<file path="config.mk">
export PLATFORM = sky130hd
export DESIGN_NAME = calc_key_decoder_flat
export DESIGN_NICKNAME = d
export VERILOG_FILES = /design/src/rtl/calc_key_decoder_pkg.sv /design/src/rtl/calc_key_decoder_if.sv /design/src/rtl/calc_key_decoder_operand_reg.sv /design/src/rtl/calc_key_decoder.sv /design/src/flat_wrapper.sv
export SDC_FILE = /design/constraint.sdc
export NUM_CORES = 1
export LEC_CHECK = 0
export BUFFER_PORTS_ARGS = -buffer_cell sky130_fd_sc_hd__buf_2
export CAP_MARGIN = 30
export CORE_MARGIN = 1.5
export CORE_UTILIZATION = 55
export DETAILED_ROUTE_END_ITERATION = 6
export PLACE_DENSITY = 0.87
export SYNTH_ARGS = -nofsm -noshare
export SYNTH_HDL_FRONTEND = slang
export SYNTH_HIERARCHICAL = 1
export SYNTH_SLANG_ARGS = --single-unit
</file>
<file path="constraint.sdc">
create_clock -name clk -period 2.8 [get_ports clk]
set_clock_uncertainty 0.15 [all_clocks]
set_input_delay 0.42 -clock clk [delete_from_list [all_inputs] [get_ports clk]]
set_output_delay 0.42 -clock clk [all_outputs]
set_load 0.02 [all_outputs]
</file>
<file path="src/rtl/calc_key_decoder_pkg.sv">
// Shared definitions for the calculator key decoder.
//   - key codes for operators and control keys (digits are 0x00-0x0F)
//   - ALU opcode and decoder state enums
//   - key classification helpers
package calc_key_decoder_pkg;

  localparam logic [4:0] KEY_ADD = 5'h10;
  localparam logic [4:0] KEY_MUL = 5'h11;
  localparam logic [4:0] KEY_AND = 5'h12;
  localparam logic [4:0] KEY_EXE = 5'h13;
  localparam logic [4:0] KEY_SUB = 5'h14;
  localparam logic [4:0] KEY_OR  = 5'h15;
  localparam logic [4:0] KEY_CE  = 5'h16;
  localparam logic [4:0] KEY_CLR = 5'h17;

  typedef enum logic [2:0] {
    ALU_ADD = 3'd0,
    ALU_SUB = 3'd1,
    ALU_MUL = 3'd2,
    ALU_AND = 3'd3,
    ALU_OR  = 3'd4
  } alu_op_t;

  typedef enum logic [1:0] {
    S_A    = 2'd0,
    S_B    = 2'd1,
    S_WAIT = 2'd2,
    S_RES  = 2'd3
  } state_t;

  function automatic logic is_digit(input logic [4:0] k);
    return !k[4];
  endfunction

  function automatic logic is_op(input logic [4:0] k);
    return k inside {KEY_ADD, KEY_SUB, KEY_MUL, KEY_AND, KEY_OR};
  endfunction

  function automatic alu_op_t key_to_op(input logic [4:0] k);
    case (k)
      KEY_SUB: return ALU_SUB;
      KEY_MUL: return ALU_MUL;
      KEY_AND: return ALU_AND;
      KEY_OR:  return ALU_OR;
      default: return ALU_ADD;
    endcase
  endfunction

endpackage

</file>
<file path="src/rtl/calc_key_decoder_if.sv">
// Bundle between the key decoder, the keypad cursor and the ALU.
//   master : the decoder (consumes keys and ALU results, drives operands/display)
//   slave  : the environment (cursor + ALU)
interface calc_key_decoder_if #(parameter int DIGITS = 4);
  localparam int W = 4 * DIGITS;

  logic         key_valid;
  logic [4:0]   key_val;
  logic         dec_mode;
  logic         restriction;
  logic         alu_done;
  logic [W-1:0] alu_result;
  logic [W-1:0] op_a;
  logic [W-1:0] op_b;
  logic [2:0]   alu_op;
  logic         alu_start;
  logic         busy;
  logic [W-1:0] disp_val;

  modport master (
    input  key_valid, key_val, dec_mode, alu_done, alu_result,
    output restriction, op_a, op_b, alu_op, alu_start, busy, disp_val
  );

  modport slave (
    output key_valid, key_val, dec_mode, alu_done, alu_result,
    input  restriction, op_a, op_b, alu_op, alu_start, busy, disp_val
  );
endinterface

</file>
<file path="src/rtl/calc_key_decoder_operand_reg.sv">
// One operand: nibble shift register plus a digit counter.
//   i_clr   : value and count to 0 (highest priority)
//   i_load  : value = single digit, count = 1
//   i_set   : value = i_value (chained result), count = full
//   i_shift : append digit if count < DIGITS; further digits are dropped
//   o_val / o_cnt : current value and digit count
module calc_key_decoder_operand_reg #(
  parameter  int DIGITS = 4,
  localparam int W      = 4 * DIGITS,
  localparam int CW     = $clog2(DIGITS + 1)
) (
  input  logic          clk,
  input  logic          rst_n,
  input  logic          i_clr,
  input  logic          i_load,
  input  logic          i_set,
  input  logic          i_shift,
  input  logic [3:0]    i_digit,
  input  logic [W-1:0]  i_value,
  output logic [W-1:0]  o_val,
  output logic [CW-1:0] o_cnt
);
  logic [W-1:0]  r_val;
  logic [CW-1:0] r_cnt;

  always_ff @(posedge clk or negedge rst_n) begin
    if (!rst_n) begin
      r_val <= '0;
      r_cnt <= '0;
    end else if (i_clr) begin
      r_val <= '0;
      r_cnt <= '0;
    end else if (i_load) begin
      r_val <= W'(i_digit);
      r_cnt <= CW'(1);
    end else if (i_set) begin
      // a chained result fills the operand; no more digits fit
      r_val <= i_value;
      r_cnt <= CW'(DIGITS);
    end else if (i_shift && (r_cnt < CW'(DIGITS))) begin
      r_val <= {r_val[W-5:0], i_digit};
      r_cnt <= r_cnt + CW'(1);
    end
  end

  assign o_val = r_val;
  assign o_cnt = r_cnt;
endmodule

</file>
<file path="src/rtl/calc_key_decoder.sv">
// Calculator key decoder: turns key strobes into operands A/B and an ALU
// opcode, launches the ALU with a start/done handshake and picks the
// value for the display.
//   clk, rst_n : clock, async active-low reset
//   bus        : key input, dec_mode/restriction, ALU handshake, display
module calc_key_decoder
  import calc_key_decoder_pkg::*;
#(
  parameter int DIGITS = 4
) (
  input  logic                  clk,
  input  logic                  rst_n,
  calc_key_decoder_if.master    bus
);
  localparam int W  = 4 * DIGITS;
  localparam int CW = $clog2(DIGITS + 1);

  state_t        r_state, w_next;
  logic [W-1:0]  r_result;
  alu_op_t       r_alu_op;
  logic          r_alu_start;

  logic [W-1:0]  w_a_val, w_b_val;
  logic [CW-1:0] w_a_cnt, w_b_cnt;

  // key classification
  logic [4:0] w_k;
  logic       w_dig, w_op, w_exe, w_ce, w_clr;
  logic       w_in_a, w_in_b, w_in_wait, w_in_res;
  logic       w_b_empty, w_launch, w_done, w_wipe;

  assign w_k       = bus.key_val;
  assign w_dig     = bus.key_valid && is_digit(w_k) && !(bus.dec_mode && (w_k[3:0] > 4'd9));
  assign w_op      = bus.key_valid && is_op(w_k);
  assign w_exe     = bus.key_valid && (w_k == KEY_EXE);
  assign w_ce      = bus.key_valid && (w_k == KEY_CE);
  assign w_clr     = bus.key_valid && (w_k == KEY_CLR);

  assign w_in_a    = (r_state == S_A);
  assign w_in_b    = (r_state == S_B);
  assign w_in_wait = (r_state == S_WAIT);
  assign w_in_res  = (r_state == S_RES);

  assign w_b_empty = (w_b_cnt == '0);
  assign w_launch  = w_in_b && w_exe && !w_b_empty;
  // CLR wins over a simultaneous alu_done; that result is dropped
  assign w_done    = w_in_wait && bus.alu_done && !w_clr;
  // full return to the power-on picture
  assign w_wipe    = w_clr || (w_in_res && w_ce);

  // A's digit count is only needed inside the operand register itself
  logic w_unused_a_cnt;
  assign w_unused_a_cnt = &{1'b0, w_a_cnt};

  calc_key_decoder_operand_reg #(.DIGITS(DIGITS)) u_op_a (
    .clk     (clk),
    .rst_n   (rst_n),
    .i_clr   (w_wipe || (w_in_a && w_ce)),
    .i_load  (w_in_res && w_dig),
    .i_set   (w_in_res && w_op),
    .i_shift (w_in_a && w_dig),
    .i_digit (w_k[3:0]),
    .i_value (r_result),
    .o_val   (w_a_val),
    .o_cnt   (w_a_cnt)
  );

  calc_key_decoder_operand_reg #(.DIGITS(DIGITS)) u_op_b (
    .clk     (clk),
    .rst_n   (rst_n),
    .i_clr   (w_wipe || (w_in_b && w_ce) || (w_in_a && w_op) ||
              (w_in_res && (w_dig || w_op))),
    .i_load  (1'b0),
    .i_set   (1'b0),
    .i_shift (w_in_b && w_dig),
    .i_digit (w_k[3:0]),
    .i_value ('0),
    .o_val   (w_b_val),
    .o_cnt   (w_b_cnt)
  );

  // state register
  always_ff @(posedge clk or negedge rst_n) begin
    if (!rst_n) r_state <= S_A;
    else        r_state <= w_next;
  end

  // next state
  always_comb begin
    w_next = r_state;
    if (w_clr) begin
      w_next = S_A;
    end else begin
      case (r_state)
        S_A:     if (w_op)          w_next = S_B;
        S_B:     if (w_launch)      w_next = S_WAIT;
        S_WAIT:  if (bus.alu_done)  w_next = S_RES;
        S_RES: begin
          if (w_dig || w_ce)        w_next = S_A;
          else if (w_op)            w_next = S_B;
        end
        default:                    w_next = S_A;
      endcase
    end
  end

  // result, opcode and launch pulse
  always_ff @(posedge clk or negedge rst_n) begin
    if (!rst_n) begin
      r_result    <= '0;
      r_alu_op    <= ALU_ADD;
      r_alu_start <= 1'b0;
    end else begin
      r_alu_start <= w_launch;
      if (w_wipe) begin
        r_result <= '0;
        r_alu_op <= ALU_ADD;
      end else begin
        if (w_done) r_result <= bus.alu_result;
        // in S_B the operator may only be changed before B gets digits
        if (w_op && (w_in_a || w_in_res || (w_in_b && w_b_empty)))
          r_alu_op <= key_to_op(w_k);
      end
    end
  end

  // outputs
  always_comb begin
    bus.restriction = bus.dec_mode;
    bus.op_a        = w_a_val;
    bus.op_b        = w_b_val;
    bus.alu_op      = r_alu_op;
    bus.alu_start   = r_alu_start;
    bus.busy        = w_in_wait;
    case (r_state)
      S_A:     bus.disp_val = w_a_val;
      S_B:     bus.disp_val = w_b_empty ? w_a_val : w_b_val;
      S_WAIT:  bus.disp_val = w_b_val;
      default: bus.disp_val = r_result;
    endcase
  end
endmodule
</file>
<file path="src/flat_wrapper.sv">
// flat-port wrapper written by rule: the top's interface ports become plain ports
module calc_key_decoder_flat import calc_key_decoder_pkg::*;
#(
  parameter int DIGITS = 4
)
  (clk, rst_n, bus_key_valid, bus_key_val, bus_dec_mode, bus_alu_done, bus_alu_result, bus_restriction, bus_op_a, bus_op_b, bus_alu_op, bus_alu_start, bus_busy, bus_disp_val);
  calc_key_decoder_if #(.DIGITS(DIGITS)) bus_i ();
  input  logic clk;
  input  logic rst_n;
  input wire logic [$bits(bus_i.key_valid)-1:0] bus_key_valid;
  input wire logic [$bits(bus_i.key_val)-1:0] bus_key_val;
  input wire logic [$bits(bus_i.dec_mode)-1:0] bus_dec_mode;
  input wire logic [$bits(bus_i.alu_done)-1:0] bus_alu_done;
  input wire logic [$bits(bus_i.alu_result)-1:0] bus_alu_result;
  output wire logic [$bits(bus_i.restriction)-1:0] bus_restriction;
  output wire logic [$bits(bus_i.op_a)-1:0] bus_op_a;
  output wire logic [$bits(bus_i.op_b)-1:0] bus_op_b;
  output wire logic [$bits(bus_i.alu_op)-1:0] bus_alu_op;
  output wire logic [$bits(bus_i.alu_start)-1:0] bus_alu_start;
  output wire logic [$bits(bus_i.busy)-1:0] bus_busy;
  output wire logic [$bits(bus_i.disp_val)-1:0] bus_disp_val;
  assign bus_i.key_valid = bus_key_valid;
  assign bus_i.key_val = bus_key_val;
  assign bus_i.dec_mode = bus_dec_mode;
  assign bus_i.alu_done = bus_alu_done;
  assign bus_i.alu_result = bus_alu_result;
  assign bus_restriction = bus_i.restriction;
  assign bus_op_a = bus_i.op_a;
  assign bus_op_b = bus_i.op_b;
  assign bus_alu_op = bus_i.alu_op;
  assign bus_alu_start = bus_i.alu_start;
  assign bus_busy = bus_i.busy;
  assign bus_disp_val = bus_i.disp_val;
  calc_key_decoder #(.DIGITS(DIGITS)) u_core (.clk(clk), .rst_n(rst_n), .bus(bus_i));
endmodule
</file>
## Yosys cells after proc, flatten, opt, wreduce, memory -nomap -nowiden

Cells that the tools add are included.

- Reductions and logical operators: 45
- $add $sub $neg: 2
- Equality and inequality tests: 13
- Magnitude comparators: 3
- Multiplexer cells: 25

Operators by type and width:

| kind | count |
|---|---|
| $mux W16 | 9 |
| $pmux W16 S3 | 1 |
| $eq A5 B5 Y1 const B | 8 |
| $logic_and A1 B1 Y1 | 24 |
| $mux W3 | 8 |
| $pmux W3 S4 | 1 |
| $mux W2 | 5 |
| $logic_or A1 B1 Y1 | 9 |
| $pmux W2 S4 | 1 |
| $add A3 B1 Y3 const B | 2 |
| $lt A3 B3 Y1 const B | 2 |
| $ne A3 B2 Y1 const B | 2 |
| $reduce_bool A2 Y1 | 3 |
| $reduce_bool A5 Y1 | 1 |
| $eq A2 B2 Y1 const B | 2 |
| $gt A4 B4 Y1 const B | 1 |
| $logic_not A1 Y1 | 4 |
| $reduce_bool A4 Y1 | 1 |
| $logic_not A3 Y1 | 1 |
| $eq A2 B1 Y1 const B | 1 |
| $logic_not A2 Y1 | 1 |
| $reduce_and A2 Y1 | 1 |

- Output and inout port bits: 54
- Bits in registers: 60
- Word-level logic and storage cells: 96
- Input port bits: 26

## Depth between registers and ports, before layout

Gate-level depths: netlist (run 1).

- Depth in word-level cells: 10
- Gate-level depth with buffers: 10
- Mapped depth without buffers: 7

## By module

Netlist (run 1), hierarchy kept.

By module, submodules not included:

| module | area each (um^2) | times used | sequential area each (um^2) | cells each |
|---|---|---|---|---|
| calc_key_decoder_operand_reg | 1046.0 | 2 | 475.5 | 98 |
| calc_key_decoder | 1595.3 | 1 | 550.5 | 202 |

## Least setup slack after synthesis (run 1)

Ideal clock, no wire load.

- Path type: reg-to-output
- From: register u_core.r_state[1]
- To: output port bus_disp_val[7]
- Arrival: 1981 ps
- Stages on the path, launching flop included: 8
- Buffers on the path: 1
- Setup slack: 249 ps
- Required time: 2230 ps
- Cells stage by stage: dfrtp_1 > inv_1 > ha_1 > or4b_4 > nand2b_1 > buf_4 > a22oi_1 > o21ai_0

- Word-level cells in the longest chain between the ends: 2
- Elaborated cells on any way between the ends: 4
- Those cells by class: eq/ne: 2; mux: 1; reduce/logical: 1

RTL lines:

| what | RTL line | text |
|---|---|---|
| start, declared | calc_key_decoder.sv:18 | `state_t r_state, w_next;` |
| start signal, assigned | calc_key_decoder.sv:85 | `else r_state <= w_next;` |
| $eq A2 B2 Y1, or another cell as far along | calc_key_decoder.sv:135 | `case (r_state)` |
| $pmux W16 S3 * | calc_key_decoder.sv:135 |  |
| end, declared | flat_wrapper.sv:21 | `output wire logic [$bits(bus_i.disp_val)-1:0] bus_disp_val;` |

Mark *: on every way between the ends. The rest lies on a longest branch, timed or not.

## Worst setup path in the final report (run 1)

- From: register u_core.r_state[1]
- To: output port bus_disp_val[1]

The elaborated chain is that of the path after synthesis.

==> results of run 1 <==
-- flip-flops by register name, indices dropped and copies added, names as in the netlist --
name	cells
u_core/bus.alu_start	1
u_core/u_op_b/o_val	16
u_core/u_op_a/o_val	16
u_core/r_result	16
u_core/bus.alu_op	3
u_core/u_op_b/o_cnt	3
u_core/u_op_a/o_cnt	3
u_core/r_state	2
-- critical path: stages (launching register included) --
cell	delay, ps
dfrtp_1	390
inv_2	80
ha_4	140
or4b_4	490
nand2b_4	130
clkbuf_16	160
a22oi_1	100
o21ai_1	150
buf_2	180
-- synthesized netlist by cell type, types with 4 or more instances --
cell type	count	area share, %
nor2_1	9	0.92
buf_6	7	2.1
buf_1	6	0.61
a22oi_1	16	3.3
ha_1	7	2.4
buf_2	8	1.1
nand2_1	50	5.1
nor3_1	5	0.68
mux2i_1	13	3.5
and2_1	5	0.85
clkbuf_1	9	0.92
o21a_1	25	5.1
a31oi_1	4	0.68
a21oi_1	43	5.8
o2bb2ai_1	8	1.9
nand3b_1	5	1.0
o21ai_1	14	1.9
mux2_2	22	6.7
dfrtp_1	60	41
inv_1	30	3.1
-- per-stage QoR --
stage,instances,utilization [%],power [mW]
after global routing,573,69.30,4.575
after CTS,570,68.50,4.212
after detailed placement,552,64.47,3.266
final,573,69.30,4.352
after floorplan,421,-,2.681
after global placement,552,64.47,3.201
-- cells by family (layout without fill, tap and decap cells) --
family / count (synthesis) / count (layout) / share of synthesized area (%)
AND/OR/NAND/NOR: 99 / 99 / 13.91
flip-flops: 60 / 60 / 40.72
multiplexers: 37 / 37 / 11.06
XOR/XNOR: 2 / 2 / 0.4751
other: 1 / 24 / 0.1017
buffers and inverters: 63 / 138 / 8.415
adder cells (fa/ha/maj): 7 / 7 / 2.375
AO/OA/AOI/OAI: 129 / 129 / 22.94
-- metal layers --
metal / routed length (um) / up-vias
li1: - / 1542
met1: 4231 / 1604
met2: 4946 / 166
met3: 669 / 20
met4: 223 / 0
met5: 0 / -
-- area by class of cell --
type                            count  area, um2  share of cell area, %
Sequential cell                    60       1503                  33.76
Timing Repair Buffer               92      535.5                  12.03
Inverter                           30      112.6                  2.530
Clock inverter                      5      75.07                  1.687
Clock buffer                       11      141.4                  3.177
Tap cell                           77      96.34                  2.165
Multi-Input combinational cell    298       1987                  44.64
-- how the worst max path moves through the flow --
stage / slack, ps / depth (start not counted) / startpoint / end
floorplan: 250 / 7 / u_core/r_state[1] / bus_disp_val[7]
global placement: 270 / 8 / u_core/r_state[1] / bus_disp_val[2]
detailed placement: 210 / 8 / u_core/r_state[1] / bus_disp_val[2]
CTS: 40 / 8 / u_core/r_state[1] / bus_disp_val[2]
global route: -10 / 8 / u_core/r_state[1] / bus_disp_val[15]
finish: 60 / 8 / u_core/r_state[1] / bus_disp_val[1]
-- report_power, final --
part           switching (mW)  internal (mW)  total (mW)
Combinational            1.18          0.853        2.03
Sequential              0.304           1.13        1.44
Clock                   0.360          0.521       0.881
-- timing repair --
action                                  in CTS  in global routing
gates resized for setup                      7                  5
endpoints found under the setup margin      16                 14
setup buffers                                2                  2
gates cloned                                 0                  1
pin swaps                                    1                  1
==> results by group, run 1 <==
Clock tree
  • CTS tree: built
  • Post-CTS Hold Fix Bufs: 0
  • Clk buf depth: 2
  • Clock slew at reported path FFs: 70 ps
  • # H-tree levels: 3
  • Clock Latency Late Sink: 350 ps
  • CTS buffer count: 9
  • CTS sink cnt: 60
  • CTS root buffer: clkbuf_8

Worst setup path
  • Reg-to-reg slack, setup: 210 ps
  • Crit path capture type: output pin
  • WP data arrival: 2170 ps
  • Kind of critical path: reg -> out
  • FF-to-FF End: u_core/u_op_a/o_val[2]
  • Number of cells on the worst reg-to-reg path: 7
  • Crit-path max FO: 8
  • Startpoint types: register
  • Req. time, crit path: 2230 ps
  • FF-to-FF Start: u_core/r_state[1]

Layout
  • N_diodes: 0
  • FILL cells: 473
  • Layout area overhead: 20.70%
  • Commonest non-fill, non-tap cell in the layout: buf_2
  • Post-layout nets: 524
  • Layout cell share with drive strength beyond 1: 30.24%
  • Most frequent cells in the layout: buf_2, dfrtp_1, nand2_1, a21oi_1, inv_1
  • Post-route cell area: 4451 um2

Timing
  • Slew Limit Headroom: 47.05%
  • Min Tclk post-route: 2745 ps
  • Final Cycle Share: 98.03%
  • # setup viols final: 0
  • Setup TNS: 0 ps
  • Tightest hold margin: 68.07 ps
  • Min setup slack post-route: 55.02 ps
  • Worst slew pin tran: 794.3 ps
  • Maximum clock frequency: 0.3643 GHz
  • Slew Viols, Final: 0
  • Hold Violations, Final: 0

Placement
  • DPL Wire Length: 6618 um
  • Pre-CTS setup slack: 210.9 ps
  • GP Congestion: 0.8491
  • Placed cell area: 4140 um2
  • Port Buf Inserts: 79

Die
  • Ports: 80
  • DIE AREA: 7205 um2
  • Core Footprint: 6422 um2
  • Initial Util: 57.41%
  • Die X: 84.88 um
  • Chip height: 84.88 um
  • Row cnt: 29

Synth
  • FF+latch count, synth: 60
  • Cell area after synthesis: 3687 um2
  • Sequential area share after synthesis: 40.72%
  • Post-synth EDFFs: 0
  • Synth Instances: 398
  • Mapped Avg Cell Area: 9.265 um2
  • Synth unique cells: 51
  • Main synth FF type: dfrtp_1
  • Syn. warnings: 6
  • Synth async-reset ratio: 100.0%

Routing
  • ANT nets after route: 0
  • Pre-Repair DR Iteration Count: 7
  • Vias: 3332
  • Initial DRC count: 287
  • Post-DR wirelength/cell: 17.57 um
  • Vias per cell: 5.815
  • Drt drc: 3
  • Total wire length: 10070 um

Power
  • Peak supply drop: 0.0006402 V
  • P_leak: 2.141 nW
  • Pwr/cell area: 977.9 nW/um2

Job
  • Max_cap viols: 0

Global route
  • First-pass GRT wire length: 15680 um
  • Via count of the first global-routing pass: 3161
  • Total congestion overflow: 0
  • Gr usage total: 28.08%
  • Met3 Use GR: 3.599%
  • Met1 Use GR: 37.15%
  • Top Usage Layer GRT: met2
  • Largest net degree at the start of global routing: 61
  • Initial antenna violation count: 0
  • M2 GR Usage: 46.76%

Min path
  • HP Class: in -> async

Run status
  • Status: finished, violations left
  • Failing checks: DRC
No activity file was read; power rests on OpenSTA's default activity.
==> run 2: changes to the inputs <==
--- a/config.mk
+++ b/config.mk
@@ -5,12 +5,13 @@
 export SDC_FILE = /design/constraint.sdc
 export NUM_CORES = 1
 export LEC_CHECK = 0
+export ABC_AREA = 1
 export BUFFER_PORTS_ARGS = -buffer_cell sky130_fd_sc_hd__buf_2
 export CAP_MARGIN = 30
 export CORE_MARGIN = 1.5
 export CORE_UTILIZATION = 55
 export DETAILED_ROUTE_END_ITERATION = 6
-export PLACE_DENSITY = 0.87
+export PLACE_DENSITY = 0.86
 export SYNTH_ARGS = -nofsm -noshare
 export SYNTH_HDL_FRONTEND = slang
 export SYNTH_HIERARCHICAL = 1
==> run 2 against run 1 <==
The run now ends clean. Register-to-register slack better by 50 ps. Combinational power down 9%. Via count up 21%. Largest cell class unchanged.
==> results by group, run 2 <==
Run status
  • Status: complete, no violations

Die
  • Row cnt: 30 (+3.4%)
  • Initial Util: 56.24% (-1.2 points)
  • Die X: 85.89 um (+1.2%)
  • Core Footprint: 6719 um2 (+4.6%)
  • Ports: 80 (unchanged)
  • Chip height: 85.89 um (+1.2%)
  • DIE AREA: 7376 um2 (+2.4%)

Power
  • P_leak: 2.615 nW (+22%)
  • Total power: 4.176 mW (-4.0%)
  • Pwr/cell area: 918.4 nW/um2 (-6.1%)
  • Peak supply drop: 0.0005611 V (-12%)

Layout
  • N_diodes: 0 (unchanged)
  • Final Util: 67.67% (-1.6 points)
  • Layout cell share with drive strength beyond 1: 18.65% (-12 points)
  • Commonest non-fill, non-tap cell in the layout: nand2_1
  • Post-layout nets: 709 (+35%)
  • Most frequent cells in the layout: nand2_1, buf_2, dfrtp_1, inv_1, conb_1
  • FILL cells: 571 (+21%)
  • Area of the multi-input gates: 2056 um2 (+3.5%)
  • Post-route cell area: 4547 um2 (+2.2%)
  • Storage cell area: 1501 um2 (about the same)
  • Layout area overhead: 20.33%

Placement
  • DPL Wire Length: 7620 um (+15%)
  • Port Buf Inserts: 79 (unchanged)
  • Placed cell area: 4280 um2 (+3.4%)
  • GP Congestion: 0.9108 (+7.3%)

Clock tree
  • # H-tree levels: 3 (unchanged)
  • CTS tree: built
  • Clock slew at reported path FFs: 70 ps (about the same)
  • Clock Latency Late Sink: 360 ps (about the same)
  • Clk buf depth: 2 (unchanged)
  • CTS sink cnt: 60 (unchanged)
  • CTS root buffer: clkbuf_8
  • CTS buffer count: 9 (unchanged)

Min path
  • Hold_sp: bus_alu_result[14]
  • HP Class: in -> reg

Timing
  • Min Tclk post-route: 2587 ps (-158.3 ps)
  • Tightest hold margin: 177.0 ps (+109.0 ps)
  • Hold Violations, Final: 0 (unchanged)
  • Final Cycle Share: 92.38% (-5.7 points)
  • Worst slew pin tran: 646.7 ps (-147.5 ps)
  • Slew Viols, Final: 0 (unchanged)
  • # setup viols final: 0 (unchanged)
  • Slew Limit Headroom: 56.88% (+9.8 points)
  • Unrepaired setup endpoints after global routing: false
  • Maximum clock frequency: 0.3866 GHz (+6.1%)
  • Setup TNS: 0 ps (unchanged)

Synth
  • Synth area leader: dfrtp_1
  • Synth unique cells: 27 (-47%)
  • Mapped Avg Cell Area: 6.618 um2 (-29%)
  • Synth cell count leaders: nand2_1, dfrtp_1, inv_1
  • Sequential area share after synthesis: 39.74% (-0.98 points)
  • Cell area after synthesis: 3779 um2 (+2.5%)
  • Area contributors post-synth: dfrtp_1, nand2_1, inv_1, nand3_1, a21oi_1
  • Syn. warnings: 6 (unchanged)
  • Main synth FF type: dfrtp_1
  • Synth async-reset ratio: 100.0% (unchanged)
  • FF+latch count, synth: 60 (unchanged)
  • Most common cell in the synthesized netlist: nand2_1
  • Post-synth EDFFs: 0 (unchanged)
  • Synth Instances: 571 (+43%)
  • Synth top area share: 39.74% (-0.98 points)

Routing
  • Vias: 4040 (+21%)
  • Post-DR wirelength/cell: 13.96 um (-21%)
  • Total wire length: 10620 um (+5.5%)
  • Drt drc: 0 (-3)
  • Vias per cell: 5.309 (-8.7%)
  • Initial DRC count: 345 (+20%)
  • ANT nets after route: 0 (unchanged)
  • Pre-Repair DR Iteration Count: 6 (-1)

Global route
  • Met1 Use GR: 40.00% (+2.8 points)
  • First-pass GRT wire length: 17260 um (+10%)
  • Top Usage Layer GRT: met2
  • Largest net degree at the start of global routing: 28 (-54%)
  • M2 GR Usage: 48.89% (+2.1 points)
  • Via count of the first global-routing pass: 3604 (+14%)
  • Gr usage total: 30.30% (+2.2 points)
  • Total congestion overflow: 0 (unchanged)
  • Met3 Use GR: 5.486% (+1.9 points)
  • Initial antenna violation count: 0 (unchanged)

Worst setup path
  • FF-to-FF Start: u_core/r_state[0]
  • WP data arrival: 2020 ps (-150 ps)
  • Critical path origin: u_core/r_state[1]
  • Crit-path max FO: 16 (+8)
  • Crit path capture type: output pin
  • Reg-to-reg slack, setup: 260 ps (+50 ps)
  • Req. time, crit path: 2230 ps (about the same)
  • Startpoint types: register
  • Kind of critical path: reg -> out

Job
  • Max_cap viols: 0 (unchanged)
run 2: area by class of cell:
type,count,share of cell area [%]
multi-input cells,468,45.21
clock buffers,9,2.724
inverters,48,3.963
well taps,80,2.201
flip-flops and latches,60,33.02
clock inverters,7,2.201
repair buffers,89,10.68
run 2: repair_timing:
item | in CTS | in global routing
hold buffers | 1 | 0
pin swaps | 1 | 0
setup buffers | 1 | 0
resized for setup | 0 | 2
setup endpoints to repair | 12 | 14
hold endpoints to repair | 25 | 0
run 2: routing by layer:
layer / wire [um] / share of wire, % / up-vias
met4: 338 / 3.2 / 0
met3: 751 / 7.1 / 39
met2: 5145 / 48 / 199
met5: 0 / 0 / -
met1: 4385 / 41 / 1868
li1: - / - / 1934
run 2: kinds of logic (layout without fill, tap and decap cells):
| logic type | after synthesis | after routing | synth area share [%] |
|---|---|---|---|
| flops | 60 | 60 | 39.74 |
| fa+ha+maj | 7 | 7 | 2.318 |
| compound gates | 55 | 55 | 8.643 |
| other cells | 1 | 26 | 0.09924 |
| buf+inv | 68 | 153 | 8.675 |
| simple gates | 380 | 380 | 40.53 |
run 2: path summary, 6_finish.rpt:
check / to / cells after the start
max: bus_disp_val[0] / 10
min: u_core/r_result[14] / 3
max reg2reg: u_core/u_op_a/o_val[3] / 8
min reg2reg: u_core/bus.alu_op[0] / 2
max in group asynchronous: u_core/r_state[1] / 3
min in group asynchronous: u_core/u_op_a/o_val[6] / 2
run 2: metrics by stage:
stage | instances | setup slack [ps]
final | 761 | 213.3
after global placement | 743 | 251.4
after global routing | 761 | 55.61
after CTS | 761 | 117.8
after floorplan | 596 | 685.2
after detailed placement | 743 | 200.5
run 2: power by group:
part | switching [mW] | total (mW) | internal, mW | leakage, nW
Sequential | 0.303 | 1.44 | 1.14 | 0.782
Clock | 0.381 | 0.887 | 0.506 | 0.114
Combinational | 1.22 | 1.85 | 0.621 | 1.72
Total | 1.91 | 4.18 | 2.27 | 2.62
run 2: critical path, stage by stage (launching register included):
cell	delay, ps
dfrtp_1	430
inv_1	180
ha_4	200
inv_2	90
o21ai_4	160
buf_12	160
nand2_1	50
o21ai_1	80
nand2_1	70
nand2_1	90
buf_2	170
==> run 3: changes to the inputs <==
--- a/config.mk
+++ b/config.mk
@@ -9,9 +9,9 @@
 export BUFFER_PORTS_ARGS = -buffer_cell sky130_fd_sc_hd__buf_2
 export CAP_MARGIN = 30
 export CORE_MARGIN = 1.5
-export CORE_UTILIZATION = 55
+export CORE_UTILIZATION = 50
 export DETAILED_ROUTE_END_ITERATION = 6
-export PLACE_DENSITY = 0.86
+export PLACE_DENSITY = 0.83
 export SYNTH_ARGS = -nofsm -noshare
 export SYNTH_HDL_FRONTEND = slang
 export SYNTH_HIERARCHICAL = 1
==> constraint.sdc (replaced) <==
create_clock -name clk -period 2.3 [get_ports clk]
set_clock_uncertainty 0.15 [all_clocks]
set_input_delay 0.345 -clock clk [delete_from_list [all_inputs] [get_ports clk]]
set_output_delay 0.345 -clock clk [all_outputs]
set_load 0.02 [all_outputs]
==> run 3 against run 2 <==
The flow now finishes with violations (setup timing). Power up 32%. Final area up 9.9%. Combinational power up 56%. Worst hold slack worse by 56 ps. Worst setup slack worse by 350 ps. Critical path type unchanged. Wire length up 9.6%. Clock power down 7.1%. Sequential cell count unchanged. Register-to-register slack worse by 190 ps. Sequential share of layout area down 3.0 points. Die area up 9.6%. Critical path depth unchanged.
==> results by group, run 3 (synthesized netlist as in run 2, its figures left out) <==
Routing
  • Vias per cell: 5.268 (-0.78%)
  • ANT nets after route: 0 (unchanged)
  • Initial DRC count: 397 (+15%)
  • Drt drc: 0 (unchanged)
  • Vias: 4214 (+4.3%)
  • Total wire length: 11640 um (+9.6%)
  • Pre-Repair DR Iteration Count: 5 (-1)
  • Post-DR wirelength/cell: 14.55 um (+4.3%)

Layout
  • FILL cells: 594 (+4.0%)
  • Commonest non-fill, non-tap cell in the layout: nand2_1
  • Most frequent cells in the layout: nand2_1, buf_2, dfrtp_1, inv_1, conb_1
  • Layout cell share with drive strength beyond 1: 25.96% (+7.3 points)
  • Post-layout nets: 732 (+3.2%)
  • Layout area overhead: 32.25%
  • Post-route cell area: 4997 um2 (+9.9%)
  • Final Util: 68.53% (+0.86 points)
  • Final non-filler cell total: 800 (+5.1%)
  • N_diodes: 0 (unchanged)

Worst setup path
  • WP data arrival: 1940 ps (-80 ps)
  • Crit path max-delay cell type: dfrtp_1
  • Startpoint types: register
  • Req. time, crit path: 1800 ps (-430 ps)
  • Crit-path max FO: 8 (-8)
  • Kind of critical path: reg -> out
  • Number of cells on the worst reg-to-reg path: 13 (+5)
  • Max incr delay on CP: 390 ps (-40 ps)
  • Crit-path most repeated cell: nand2_1
  • CP cell instances: inv_2 > ha_4 > inv_4 > o21ai_4 > clkbuf_16 > nand2_1 > o21ai_1 > nand2_1 > nand2_2 > buf_6
  • Crit path capture type: output pin

Die
  • Core Footprint: 7292 um2 (+8.5%)
  • Row cnt: 31 (+3.3%)
  • Die X: 89.93 um (+4.7%)
  • DIE AREA: 8087 um2 (+9.6%)
  • Initial Util: 51.82% (-4.4 points)
  • Chip height: 89.93 um (+4.7%)
  • Ports: 80 (unchanged)

Global route
  • Gr usage total: 28.23% (-2.1 points)
  • Largest net degree at the start of global routing: 61 (+120%)
  • Via count of the first global-routing pass: 3905 (+8.4%)
  • First-pass GRT wire length: 18240 um (+5.7%)
  • Total congestion overflow: 0 (unchanged)
  • Initial antenna violation count: 0 (unchanged)

Placement
  • Port Buf Inserts: 79 (unchanged)
  • Placed cell area: 4389 um2 (+2.5%)
  • GP Congestion: 0.8993 (-1.3%)
  • Placed cell count: 770 (+3.6%)
  • DPL Wire Length: 7677 um (+0.75%)

Power
  • Clock power share: 15.0% (-6.2 points)
  • NetSw: 2.505 mW (+31%)
  • Pwr/cell area: 1101 nW/um2 (+20%)
  • Register share of total power: 32.5% (-2.1 points)
  • Peak supply drop: 0.0005812 V (+3.6%)
  • P_int: 2.999 mW (+32%)
  • P_leak: 2.770 nW (+5.9%)
  • Combinational share of power: 52.6% (+8.4 points)
  • Sw Share: 45.52% (-0.17 points)

Timing
  • Unrepaired setup endpoints after global routing: true
  • Min setup slack post-route: -137.3 ps (-350.7 ps)
  • # setup viols final: 16 (+16)
  • Tightest hold margin: 120.5 ps (-56.49 ps)
  • Hold Violations, Final: 0 (unchanged)
  • Maximum clock frequency: 0.4103 GHz
  • Min Tclk post-route: 2437 ps
  • Final Cycle Share: 106.0%
  • Slew Viols, Final: 0 (unchanged)

Run status
  • Status: finished, violations left
  • Failing checks: setup timing

Clock tree
  • Clock Latency Late Sink: 340 ps (-20 ps)
  • CTS buffer count: 9 (unchanged)
  • CTS root buffer: clkbuf_8
  • Clk buf depth: 2 (unchanged)
  • CTS tree: built
  • CTS sink cnt: 60 (unchanged)
  • Clock slew at reported path FFs: 60 ps (about the same)
  • # H-tree levels: 3 (unchanged)

Min path
  • Min-Delay Path Depth: 3 (unchanged)
  • HP Class: in -> reg

Job
  • Max_cap viols: 0 (unchanged)
==> run 3: layout make-up <==
type	instances	area [um2]	share of cell area [%]
clock inverter	2	12.51	0.2504
timing repair buffer	112	855.8	17.13
inverter	48	182.7	3.655
tap	99	123.9	2.479
clock buffer	11	151.4	3.030
multi-input combinational	468	2168	43.39
sequential	60	1503	30.07
==> run 3: final timing paths <==
path	from	endpoint	slack (ps)
setup / recovery	u_core/r_state[1]	bus_disp_val[1]	-140
hold / removal	bus_alu_result[14]	u_core/r_result[14]	120
setup reg to reg	u_core/r_state[0]	u_core/u_op_b/o_cnt[2]	70
hold reg to reg	u_core/bus.alu_op[0]	u_core/bus.alu_op[0]	340
max in group asynchronous	rst_n	u_core/r_state[0]	1330
min in group asynchronous	rst_n	u_core/u_op_b/o_val[8]	390
==> run 3: worst max-delay path: cells and delay by family, from the launching register on <==
kind	cells	cell delay [ps]
adders and majority gates	1	180
buffers and inverters	4	500
AOI/OAI and AO/OA	2	280
and+or+nand+nor	3	240
DFF	1	390
==> run 3: power by group through the flow <==
stage / registers [mW] / clock network [mW] / logic (mW)
floorplan: 1.84 / 0 / 1.33
global placement: 1.76 / 0 / 2.11
detailed placement: 1.77 / 0 / 2.18
CTS: 1.75 / 0.835 / 2.33
global route: 1.82 / 0.893 / 3.13
finish: 1.79 / 0.824 / 2.89
==> run 3: layer usage <==
layer	GRT usage (%)	share of wire [%]	wire, um	vias to the layer above
met3	5.584	8.7	1015	40
met2	45.61	49	5660	241
li1	-	-	-	1985
met1	37.38	39	4578	1948
met4	11.11	3.3	386	0
met5	0	0	0	-
==> run 3: repair_timing <==
item	CTS	global route
setup buffers	5	9
gates cloned	0	2
pin swaps	0	12
gates resized for setup	13	73
endpoints found under the setup margin	16	52
endpoints found under the hold margin	60	0
hold buffers	1	0
==> run 3: stage by stage <==
stage               power (mW)  TNS [ps]  setup WS (ps)
floorplan                3.176         0          207.0
global placement         3.875         0          62.24
detailed placement       3.944    -267.9         -52.09
CTS                      4.920         0          1.256
global route             5.848     -2425         -200.2
finish                   5.504     -1010         -137.3
